[config.mk]
export PLATFORM = sky130hd
export DESIGN_NAME = usb_tx_pkt_seq_flat
export DESIGN_NICKNAME = d
export VERILOG_FILES = /design/src/rtl/usb_tx_pkg.sv /design/src/rtl/usb_tx_pkt_seq_if.sv /design/src/rtl/usb_crc16_upd.sv /design/src/rtl/usb_tx_pkt_seq.sv /design/src/flat_wrapper.sv
export SDC_FILE = /design/constraint.sdc
export NUM_CORES = 1
export LEC_CHECK = 0
export BUFFER_PORTS_ARGS = -buffer_cell sky130_fd_sc_hd__buf_2
export CAP_MARGIN = 20
export CELL_PAD_IN_SITES_DETAIL_PLACEMENT = 1
export CELL_PAD_IN_SITES_GLOBAL_PLACEMENT = 2
export CORE_ASPECT_RATIO = 1.5
export CORE_MARGIN = 2
export CORE_UTILIZATION = 34
export DETAILED_ROUTE_END_ITERATION = 8
export GPL_TIMING_DRIVEN = 1
export PLACE_DENSITY = 0.88
export SETUP_SLACK_MARGIN = 0.2
export SLEW_MARGIN = 20
export SYNTH_ARGS = -nofsm -noshare
export SYNTH_HDL_FRONTEND = slang
export SYNTH_SLANG_ARGS = --single-unit
[constraint.sdc]
create_clock -name clk -period 3.2 [get_ports clk]
set_input_delay 0.64 -clock clk [delete_from_list [all_inputs] [get_ports clk]]
set_output_delay 0.64 -clock clk [all_outputs]
set_load 0.02 [all_outputs]
[src/rtl/usb_tx_pkg.sv]
// Shared types and constants for the USB packet transmit sequencer.
// Holds the FSM encoding, the CRC-16/USB parameters and the data PIDs.
package usb_tx_pkg;

  typedef enum logic [2:0] {
    IDLE = 3'b000,
    PID  = 3'b001,
    DATA = 3'b010,
    CRC1 = 3'b011,
    CRC2 = 3'b100
  } state_t;

  localparam logic [15:0] CRC16_INIT   = 16'hFFFF;
  localparam logic [15:0] CRC16_POLY_R = 16'hA001;

  localparam logic [3:0] DATA0 = 4'b0011;
  localparam logic [3:0] DATA1 = 4'b1011;

endpackage

[src/rtl/usb_tx_pkt_seq_if.sv]
// Byte streams around the sequencer: upstream payload in, PHY-side bytes out.
// The master modport is the sequencer's view.
interface usb_tx_pkt_seq_if;
  logic [7:0] in_data;
  logic       in_valid;
  logic       in_ready;
  logic [7:0] tx_data;
  logic       tx_valid;
  logic       tx_ready;

  modport master (
    input  in_data, in_valid, tx_ready,
    output in_ready, tx_data, tx_valid
  );

  modport slave (
    output in_data, in_valid, tx_ready,
    input  in_ready, tx_data, tx_valid
  );
endinterface

[src/rtl/usb_crc16_upd.sv]
// One-byte update of the reflected CRC-16/USB register (poly 0xA001, LSB first).
module usb_crc16_upd
  import usb_tx_pkg::*;
(
  input  logic [15:0] crc_in,
  input  logic [7:0]  data,
  output logic [15:0] crc_out
);

  logic [15:0] c;

  // NOTE: blocking assignments here chain the eight shift steps combinationally.
  always_comb begin
    c = crc_in ^ {8'h00, data};
    for (int i = 0; i < 8; i++) begin
      c = c[0] ? ((c >> 1) ^ CRC16_POLY_R) : (c >> 1);
    end
    crc_out = c;
  end

endmodule

[src/rtl/usb_tx_pkt_seq.sv]
// USB packet transmit sequencer: PID byte, streamed payload, complemented CRC16,
// all over a valid/ready link, plus a shift history of tx_valid.
module usb_tx_pkt_seq
  import usb_tx_pkg::*;
#(
  parameter int MAX_LEN = 64,
  parameter int LEN_W   = $clog2(MAX_LEN + 1),
  parameter int HIST_W  = 10
) (
  input  logic              clk,
  input  logic              reset,
  input  logic              send_data,
  input  logic [LEN_W-1:0]  pkt_len,
  input  logic [3:0]        pid,
  usb_tx_pkt_seq_if.master  bus,
  output logic              busy,
  output logic              pkt_done,
  output logic              len_err,
  output logic [HIST_W-1:0] buff
);

  state_t           state, state_nxt;
  logic [LEN_W-1:0] count, count_nxt;
  logic [15:0]      crc, crc_nxt, crc_upd;
  logic [3:0]       pid_q, pid_nxt;
  logic             pkt_done_nxt, len_err_nxt;

  usb_crc16_upd u_crc (
    .crc_in  (crc),
    .data    (bus.in_data),
    .crc_out (crc_upd)
  );

  always_ff @(posedge clk) begin
    if (!reset) begin
      state    <= IDLE;
      count    <= '0;
      crc      <= CRC16_INIT;
      pid_q    <= '0;
      pkt_done <= 1'b0;
      len_err  <= 1'b0;
      buff     <= '0;
    end else begin
      state    <= state_nxt;
      count    <= count_nxt;
      crc      <= crc_nxt;
      pid_q    <= pid_nxt;
      pkt_done <= pkt_done_nxt;
      len_err  <= len_err_nxt;
      buff     <= {buff[HIST_W-2:0], bus.tx_valid};
    end
  end

  // NOTE: every output of this block gets a default first so no latch is inferred.
  always_comb begin
    state_nxt    = state;
    count_nxt    = count;
    crc_nxt      = crc;
    pid_nxt      = pid_q;
    pkt_done_nxt = 1'b0;
    len_err_nxt  = 1'b0;
    bus.tx_valid = 1'b0;
    bus.tx_data  = '0;
    bus.in_ready = 1'b0;
    busy         = (state != IDLE);

    unique case (state)
      IDLE: begin
        if (send_data) begin
          if (pkt_len > LEN_W'(MAX_LEN)) begin
            len_err_nxt = 1'b1;
          end else begin
            count_nxt = pkt_len;
            pid_nxt   = pid;
            crc_nxt   = CRC16_INIT;
            state_nxt = PID;
          end
        end
      end
      PID: begin
        bus.tx_valid = 1'b1;
        bus.tx_data  = {~pid_q, pid_q};
        if (bus.tx_ready) state_nxt = (count != '0) ? DATA : CRC1;
      end
      DATA: begin
        // Pass-through: upstream stalls and PHY back-pressure propagate directly.
        bus.tx_data  = bus.in_data;
        bus.tx_valid = bus.in_valid;
        bus.in_ready = bus.tx_ready;
        if (bus.in_valid && bus.tx_ready) begin
          crc_nxt   = crc_upd;
          count_nxt = count - LEN_W'(1);
          if (count == LEN_W'(1)) state_nxt = CRC1;
        end
      end
      CRC1: begin
        bus.tx_valid = 1'b1;
        bus.tx_data  = ~crc[7:0];
        if (bus.tx_ready) state_nxt = CRC2;
      end
      CRC2: begin
        bus.tx_valid = 1'b1;
        bus.tx_data  = ~crc[15:8];
        if (bus.tx_ready) begin
          state_nxt    = IDLE;
          pkt_done_nxt = 1'b1;
        end
      end
      default: state_nxt = IDLE;
    endcase
  end

endmodule

[src/flat_wrapper.sv]
// flat-port wrapper written by rule: the top's interface ports become plain ports
module usb_tx_pkt_seq_flat import usb_tx_pkg::*;
#(
  parameter int MAX_LEN = 64,
  parameter int LEN_W   = $clog2(MAX_LEN + 1),
  parameter int HIST_W  = 10
)
  (clk, reset, send_data, pkt_len, pid, busy, pkt_done, len_err, buff, bus_in_data, bus_in_valid, bus_tx_ready, bus_in_ready, bus_tx_data, bus_tx_valid);
  usb_tx_pkt_seq_if bus_i ();
  input  logic clk;
  input  logic reset;
  input  logic send_data;
  input  logic [LEN_W-1:0] pkt_len;
  input  logic [3:0] pid;
  output logic busy;
  output logic pkt_done;
  output logic len_err;
  output logic [HIST_W-1:0] buff;
  input wire logic [$bits(bus_i.in_data)-1:0] bus_in_data;
  input wire logic [$bits(bus_i.in_valid)-1:0] bus_in_valid;
  input wire logic [$bits(bus_i.tx_ready)-1:0] bus_tx_ready;
  output wire logic [$bits(bus_i.in_ready)-1:0] bus_in_ready;
  output wire logic [$bits(bus_i.tx_data)-1:0] bus_tx_data;
  output wire logic [$bits(bus_i.tx_valid)-1:0] bus_tx_valid;
  assign bus_i.in_data = bus_in_data;
  assign bus_i.in_valid = bus_in_valid;
  assign bus_i.tx_ready = bus_tx_ready;
  assign bus_in_ready = bus_i.in_ready;
  assign bus_tx_data = bus_i.tx_data;
  assign bus_tx_valid = bus_i.tx_valid;
  usb_tx_pkt_seq #(.MAX_LEN(MAX_LEN), .LEN_W(LEN_W), .HIST_W(HIST_W)) u_core (.clk(clk), .reset(reset), .send_data(send_data), .pkt_len(pkt_len), .pid(pid), .bus(bus_i), .busy(busy), .pkt_done(pkt_done), .len_err(len_err), .buff(buff));
endmodule
==> results of run 1 <==
==> power breakdown <==
group	total, uW	internal (uW)	switching [uW]	leakage (uW)
clock network	360	174	187	0.0000472
registers	582	557	24.8	0.000341
logic	561	215	346	0.000690
total	1500	945	557	0.00108
==> worst max-delay path by stage <==
stage / slack, ps / depth (start not counted) / end
6_report: 670 / 5 / bus_tx_data[3]
5_1_grt: 560 / 5 / bus_tx_data[3]
4_1_cts: 660 / 3 / bus_tx_valid
3_5_place_dp: 480 / 7 / u_core.count[0]
3_3_place_gp: 520 / 7 / u_core.count[0]
2_1_floorplan: 980 / 8 / u_core.crc[0]
==> synth_stat cells (3+ instances only) <==
cell type | instances | area (um^2)
sky130_fd_sc_hd__inv_1 | 6 | 22.5
sky130_fd_sc_hd__nand2_1 | 18 | 67.6
sky130_fd_sc_hd__nor3_1 | 17 | 85.1
sky130_fd_sc_hd__clkbuf_1 | 12 | 45.0
sky130_fd_sc_hd__nand2b_1 | 5 | 31.3
sky130_fd_sc_hd__nor2_1 | 27 | 101
sky130_fd_sc_hd__nand3_1 | 5 | 25.0
sky130_fd_sc_hd__xnor2_1 | 15 | 131
sky130_fd_sc_hd__a21oi_1 | 15 | 75.1
sky130_fd_sc_hd__o22ai_1 | 10 | 62.6
sky130_fd_sc_hd__xor2_1 | 6 | 52.6
sky130_fd_sc_hd__o21ai_0 | 13 | 65.1
sky130_fd_sc_hd__dfxtp_1 | 42 | 841
sky130_fd_sc_hd__mux2i_1 | 5 | 50.1
sky130_fd_sc_hd__buf_2 | 4 | 20.0
sky130_fd_sc_hd__a31oi_1 | 3 | 18.8
sky130_fd_sc_hd__o21ai_1 | 7 | 35.0
sky130_fd_sc_hd__ha_1 | 3 | 37.5
sky130_fd_sc_hd__nor2b_1 | 10 | 62.6
sky130_fd_sc_hd__and2_1 | 13 | 81.3
==> kinds of logic (layout without fill, tap and decap cells) <==
group	after synthesis	count (layout)
buffers and inverters	26	68
DFF	42	42
adders and majority gates	3	3
muxes	7	7
xor gates and xnor gates	23	23
and+or+nand+nor	106	106
AOI/OAI and AO/OA	63	63
==> worst max-delay path, stage by stage (launching register included) <==
cell and delay (ps):
sky130_fd_sc_hd__dfxtp_1 420, sky130_fd_sc_hd__nor2b_1 460, sky130_fd_sc_hd__buf_4 250, sky130_fd_sc_hd__a21oi_1 80, sky130_fd_sc_hd__o21ai_0 190, sky130_fd_sc_hd__buf_2 200
==> per-stage QoR <==
step | util [%] | area (um^2) | setup slack, ps
2_1_floorplan | - | 2230 | 985
3_3_place_gp | 39.1 | 2520 | 516
3_5_place_dp | 39.1 | 2520 | 481
4_1_cts | 40.5 | 2610 | 660
5_1_grt | 40.5 | 2610 | 561
6_report | 40.5 | 2610 | 672
==> per-layer routing <==
| layer | track usage (%) | vias up | part of all wire [%] |
|---|---|---|---|
| li1 | - | 1006 | - |
| met1 | 21.8 | 1020 | 43 |
| met2 | 33.0 | 44 | 50 |
| met3 | 2.03 | 15 | 2.6 |
| met4 | 7.99 | 0 | 3.8 |
| met5 | 0 | - | 0 |
==> layout make-up <==
cell class                 count  area (um^2)
multi-input combinational    202         1270
sequential                    42          841
inverter                       6         22.5
tap                           76         95.1
clock buffer                   6         82.6
clock inverter                 2         12.5
fill                         826         3830
timing repair buffer          54          290
==> sequential cells by signal (all words and copies together) (netlist names) <==
register and count:
u_core.crc 16, u_core.len_err 1, u_core.pid_q 4, u_core.state 3, u_core.pkt_done 1, u_core.buff 10
u_core.count 7
==> insert_results.sql, run 1 <==
INSERT INTO impl_metrics (metric_group, metric, value, unit) VALUES
('outcome', 'outcome', 'completed', ''),
('placement', 'placement.io_buffers', '46', ''),
('synthesis', 'synth.avg_cell_area', '8.27', 'um^2'),
('timing', 'hold_violations', '0', ''),
('synthesis', 'synth_top_family_by_area', 'simple AND/OR/NAND/NOR gates', ''),
('cts', 'ctsLongestPathBuffers', '2', ''),
('placement', 'gpl.final_weighted_congestion', '0.839', ''),
('cts', 'cts_made_buffers', '5', ''),
('critical_path', 'worstPathMaxFanout', '10', ''),
('global_routing', 'global_route_wire_length_before_repair', '10400', 'um'),
('cts', 'cts.clk_slew.worst_paths', '80', 'ps'),
('floorplanning', 'core_area', '6440', 'um^2'),
('synthesis', 'yosysSeqAreaShare', '37.6', '%'),
('placement', 'detailedPlacementHpwl', '4760', 'um'),
('layout', 'fraction_of_layout_instances_using_a_drive_strength_above_1', '22.1', '%'),
('critical_path', 'startpoint_type', 'flop', ''),
('detailed_routing', 'route.antenna.remaining_nets', '0', ''),
('floorplanning', 'initial_core_util', '34.7', '%'),
('layout', 'areaGrowthSynthToFinish', '16.9', '%'),
('timing', 'worst_margin_slew', '648', 'ps'),
('synthesis', 'synth_area', '2230', 'um^2'),
('critical_path', 'timing.critical_path.required', '2560', 'ps'),
('synthesis', 'post_synthesis_cell_type_count', '43', ''),
('synthesis', 'post_synthesis_net_count', '297', ''),
('synthesis', 'synth_compound_gate_area_share', '17.3', '%'),
('floorplanning', 'die_height', '103', 'um'),
('timing', 'grt_setup_unrepaired', 'no', ''),
('global_routing', 'via_count_of_the_first_global_routing_pass', '2062', ''),
('min_path', 'min-delay-path-class', 'flop to flop', ''),
('critical_path', 'cp.arrival', '1890', 'ps'),
('synthesis', 'synth_top_flop_cell', 'sky130_fd_sc_hd__dfxtp_1', ''),
('timing', 'fin_tns_setup', '0', 'ps'),
('detailed_routing', 'detail_route.wl_per_cell', '16.3', 'um'),
('cts', 'cts_hold_buffers', '0', ''),
('synthesis', 'synthArstFlopShare', '0', '%'),
('cts', 'cts.sink_count', '42', ''),
('synthesis', 'syn_inst', '270', ''),
('detailed_routing', 'postRouteWirelength', '6340', 'um'),
('power_and_ir_drop', 'cellLeakagePower', '0.00108', 'uW'),
('floorplanning', 'die_width', '70.2', 'um'),
('detailed_routing', 'detail_route.first_pass.iterations', '4', ''),
('timing', 'finalClockSkew', '3.61', 'ps'),
('critical_path', 'reg2regPathDepth', '7', ''),
('floorplanning', 'fp-row-count', '36', ''),
('global_routing', 'grt_antenna_before_repair', '0', ''),
('timing', 'worst_hold_slack', '458', 'ps'),
('synthesis', 'synth_enable_flop_cells', '0', ''),
('synthesis', 'synth_mux_area_share', '3.25', '%'),
('power_and_ir_drop', 'report.power.total', '1500', 'uW'),
('cts', 'postCtsResizedCells', '0', ''),
('timing', 'final_max_slew_viol_count', '0', ''),
('cts', 'clock_latency', '290', 'ps'),
('critical_path', 'timing.reg2reg.setup_slack', '1080', 'ps'),
('detailed_routing', 'detailedRoute.firstIterationViolations', '86', ''),
('min_path', 'holdCritStartpoint', 'u_core.buff[8]', ''),
('critical_path', 'setup.worst_path.start', 'u_core.state[2]', ''),
('synthesis', 'synth_xor_xnor_area_share', '10.3', '%'),
('critical_path', 'regToRegStartpoint', 'u_core.state[1]', ''),
('detailed_routing', 'post-route-drc-count', '0', ''),
('global_routing', 'grt_start_max_net_pins', '43', ''),
('floorplanning', 'fp.dieArea', '7250', 'um^2'),
('cts', 'post_cts_buffers', '0', ''),
('detailed_routing', 'per_cell_via_count_in_the_routed_design', '5.37', ''),
('layout', 'diodes_inserted', '0', ''),
('timing', 'relSlewSlack', '56.8', '%'),
('cts', 'cts_root_buf', 'sky130_fd_sc_hd__clkbuf_8', ''),
('global_routing', 'globalRouteTotalUtil', '18.2', '%'),
('synthesis', 'synth_seq_cells', '42', ''),
('synthesis', 'synth-adder-area-share', '1.68', '%'),
('layout', 'layout_cells_excl_fill', '388', ''),
('layout', 'fin_nets', '338', '');
Note: power is estimated with default switching activity, not from simulation.
==> inputs of run 2 (changes only) <==
CORE_UTILIZATION = 31   (was 34)
PLACE_DENSITY = 0.82   (was 0.88)
clock period = 2.45 ns   (was 3.2 ns; I/O delays follow)
==> insert_results.sql, run 2 (same netlist as run 1, synthesis figures left out) <==
INSERT INTO impl_metrics (metric_group, metric, value, unit) VALUES
('floorplanning', 'fp.dieArea', '7910', 'um^2'),
('timing', 'period_minus_slack', '2200', 'ps'),
('cts', 'clock_latency', '300', 'ps'),
('detailed_routing', 'route.antenna.remaining_nets', '0', ''),
('global_routing', 'via_count_of_the_first_global_routing_pass', '2121', ''),
('detailed_routing', 'postRouteWirelength', '6440', 'um'),
('timing', 'grt_setup_unrepaired', 'no', ''),
('critical_path', 'cp_bufs_invs', '2', ''),
('timing', 'report.final.setup_viol', '0', ''),
('power_and_ir_drop', 'share_seq_of_total_power', '39.2', '%'),
('cts', 'tritoncts', 'done', ''),
('cts', 'cts.clk_slew.worst_paths', '90', 'ps'),
('global_routing', 'global_route_wire_length_before_repair', '10400', 'um'),
('critical_path', 'cp.arrival', '1710', 'ps'),
('layout', 'diodes_inserted', '0', ''),
('critical_path', 'timing.critical_path.required', '1960', 'ps'),
('placement', 'numPlacedInstances', '388', ''),
('min_path', 'holdCritStartpoint', 'send_data', ''),
('cts', 'ctsLongestPathBuffers', '2', ''),
('floorplanning', 'initial_core_util', '32.2', '%'),
('power_and_ir_drop', 'pwr-share-clk', '24.1', '%'),
('timing', 'worst_hold_slack', '432', 'ps'),
('layout', 'n_fill_cell', '860', ''),
('timing', 'max_freq', '0.455', 'GHz'),
('min_path', 'min-delay-path-class', 'input pin to flop', ''),
('job', 'cap_violations', '0', ''),
('global_routing', 'grt_antenna_before_repair', '0', ''),
('floorplanning', 'fp-row-count', '37', ''),
('layout', 'layout_cells_excl_fill', '396', ''),
('timing', 'final_max_slew_viol_count', '0', ''),
('power_and_ir_drop', 'switching_share', '38.1', '%'),
('detailed_routing', 'detail_route.wl_per_cell', '16.3', 'um'),
('floorplanning', 'die_height', '108', 'um'),
('critical_path', 'timing_worst_setup_path_type', 'flop to output port', ''),
('critical_path', 'path_delay_family', 'buffers and inverters', ''),
('cts', 'cts.sink_count', '42', ''),
('layout', 'areaGrowthSynthToFinish', '19.4', '%'),
('layout', 'fin_area', '2670', 'um^2'),
('cts', 'post_cts_buffers', '0', ''),
('global_routing', 'grt_start_max_net_pins', '43', ''),
('layout', 'reg_top3', 'u_core.crc x16, u_core.buff x10, u_core.count x7', ''),
('detailed_routing', 'post-route-drc-count', '0', ''),
('critical_path', 'end_kind', 'output port', ''),
('power_and_ir_drop', 'power_density', '746', 'nW/um^2'),
('detailed_routing', 'per_cell_via_count_in_the_routed_design', '5.20', ''),
('cts', 'cts_root_buf', 'sky130_fd_sc_hd__clkbuf_8', ''),
('critical_path', 'timing.critical_path.cells', 'nor2b_1, buf_4, a21oi_1, o21ai_0, buf_2', ''),
('placement', 'gpl.final_weighted_congestion', '0.795', ''),
('cts', 'cts_made_buffers', '5', ''),
('floorplanning', 'die_width', '73.3', 'um'),
('power_and_ir_drop', 'max-vdd-ir-drop', '0.000278', 'V'),
('placement', 'placement.io_buffers', '46', ''),
('layout', 'largest-register', 'u_core.crc', ''),
('power_and_ir_drop', 'combPwrFrac', '36.7', '%'),
('critical_path', 'worstPathMaxFanout', '10', ''),
('critical_path', 'startpoint_type', 'flop', ''),
('placement', 'detailedPlacementHpwl', '4830', 'um'),
('power_and_ir_drop', 'total_switching_power', '758', 'uW'),
('detailed_routing', 'num_vias', '2061', ''),
('critical_path', 'worst_path_largest_cell_delay', '420', 'ps'),
('timing', 'worst_margin_slew', '659', 'ps'),
('floorplanning', 'io_pins', '47', ''),
('layout', 'fraction_of_layout_instances_using_a_drive_strength_above_1', '24.8', '%'),
('outcome', 'outcome', 'completed', ''),
('placement', 'dpl_cell_area', '2560', 'um^2'),
('global_routing', 'grt_overflow_total', '0', ''),
('cts', 'htree_levels', '2', ''),
('critical_path', 'timing.reg2reg.setup_slack', '550', 'ps'),
('global_routing', 'globalRouteTotalUtil', '17.1', '%'),
('layout', 'final_cell_mix', '46 x sky130_fd_sc_hd__buf_2, 40 x sky130_fd_sc_hd__dfxtp_1, 27 x sky130_fd_sc_hd__nor2_1', ''),
('power_and_ir_drop', 'power.internal', '1230', 'uW'),
('layout', 'fin_nets', '344', ''),
('floorplanning', 'core_area', '6940', 'um^2'),
('critical_path', 'setup.worst_path.start', 'u_core.state[1]', ''),
('timing', 'finalClockSkew', '9.47', 'ps'),
('critical_path', 'regToRegStartpoint', 'u_core.crc[6]', ''),
('cts', 'cts_hold_buffers', '0', ''),
('detailed_routing', 'detailedRoute.firstIterationViolations', '63', ''),
('timing', 'final_critical_path_share_of_the_clock_period', '89.7', '%'),
('layout', 'final_common_cell', 'sky130_fd_sc_hd__buf_2', ''),
('timing', 'fin_tns_setup', '0', 'ps'),
('critical_path', 'crit_path_top_delay_cell', 'sky130_fd_sc_hd__dfxtp_4', ''),
('power_and_ir_drop', 'cellLeakagePower', '0.00111', 'uW'),
('layout', 'largest_reg_flops', '16', ''),
('timing', 'relSlewSlack', '56.0', '%'),
('timing', 'hold_violations', '0', ''),
('detailed_routing', 'detail_route.first_pass.iterations', '4', '');
run 2: power by group through the flow:
stage,sequential (uW),combinational (uW),clock (uW)
detailed placement,793,732,0
global route,786,803,534
finish,780,730,479
floorplan,781,515,0
CTS,779,736,502
global placement,791,726,0
run 2: path summary, 6_finish.rpt:
path	endpoint	cells after the start
min reg2reg	u_core.buff[6]	1
min	u_core.len_err	3
max	bus_tx_data[3]	5
max reg2reg	u_core.crc[15]	6
run 2: final cells by class:
cell class	count	area [um^2]	area share [%]
timing repair buffer	60	335	12.6
clock buffer	5	68.8	2.58
tap	78	97.6	3.66
inverter	6	22.5	0.844
sequential	42	846	31.7
multi-input combinational	202	1270	47.7
clock inverter	3	25.0	0.938
run 2: repair_timing:
action,in CTS,in global routing
setup endpoints to repair,9,8
pin swaps,0,0
resized for setup,3,2
run 2: metal layers:
layer / vias to the layer above / wire length [um] / track usage (%)
met2: 41 / 3390 / 30.9
met4: 0 / 74 / 5.06
li1: 1021 / - / -
met3: 5 / 196 / 2.24
met5: - / 0 / 0
met1: 994 / 2780 / 20.5
run 2: worst register-to-register path, delay by kind of cell, from the launching register on:
kind,cells,cell delay (ps)
DFF,1,380
xor gates and xnor gates,4,1130
and+or+nand+nor,1,80
AOI/OAI and AO/OA,1,170
run 2: metrics by stage:
stage	setup slack, ps	util, %	power, uW
6_report	253	38.4	1990
5_1_grt	239	38.4	2120
4_1_cts	148	38.4	2020
3_5_place_dp	104	36.9	1520
3_3_place_gp	212	36.9	1520
2_1_floorplan	385	-	1300
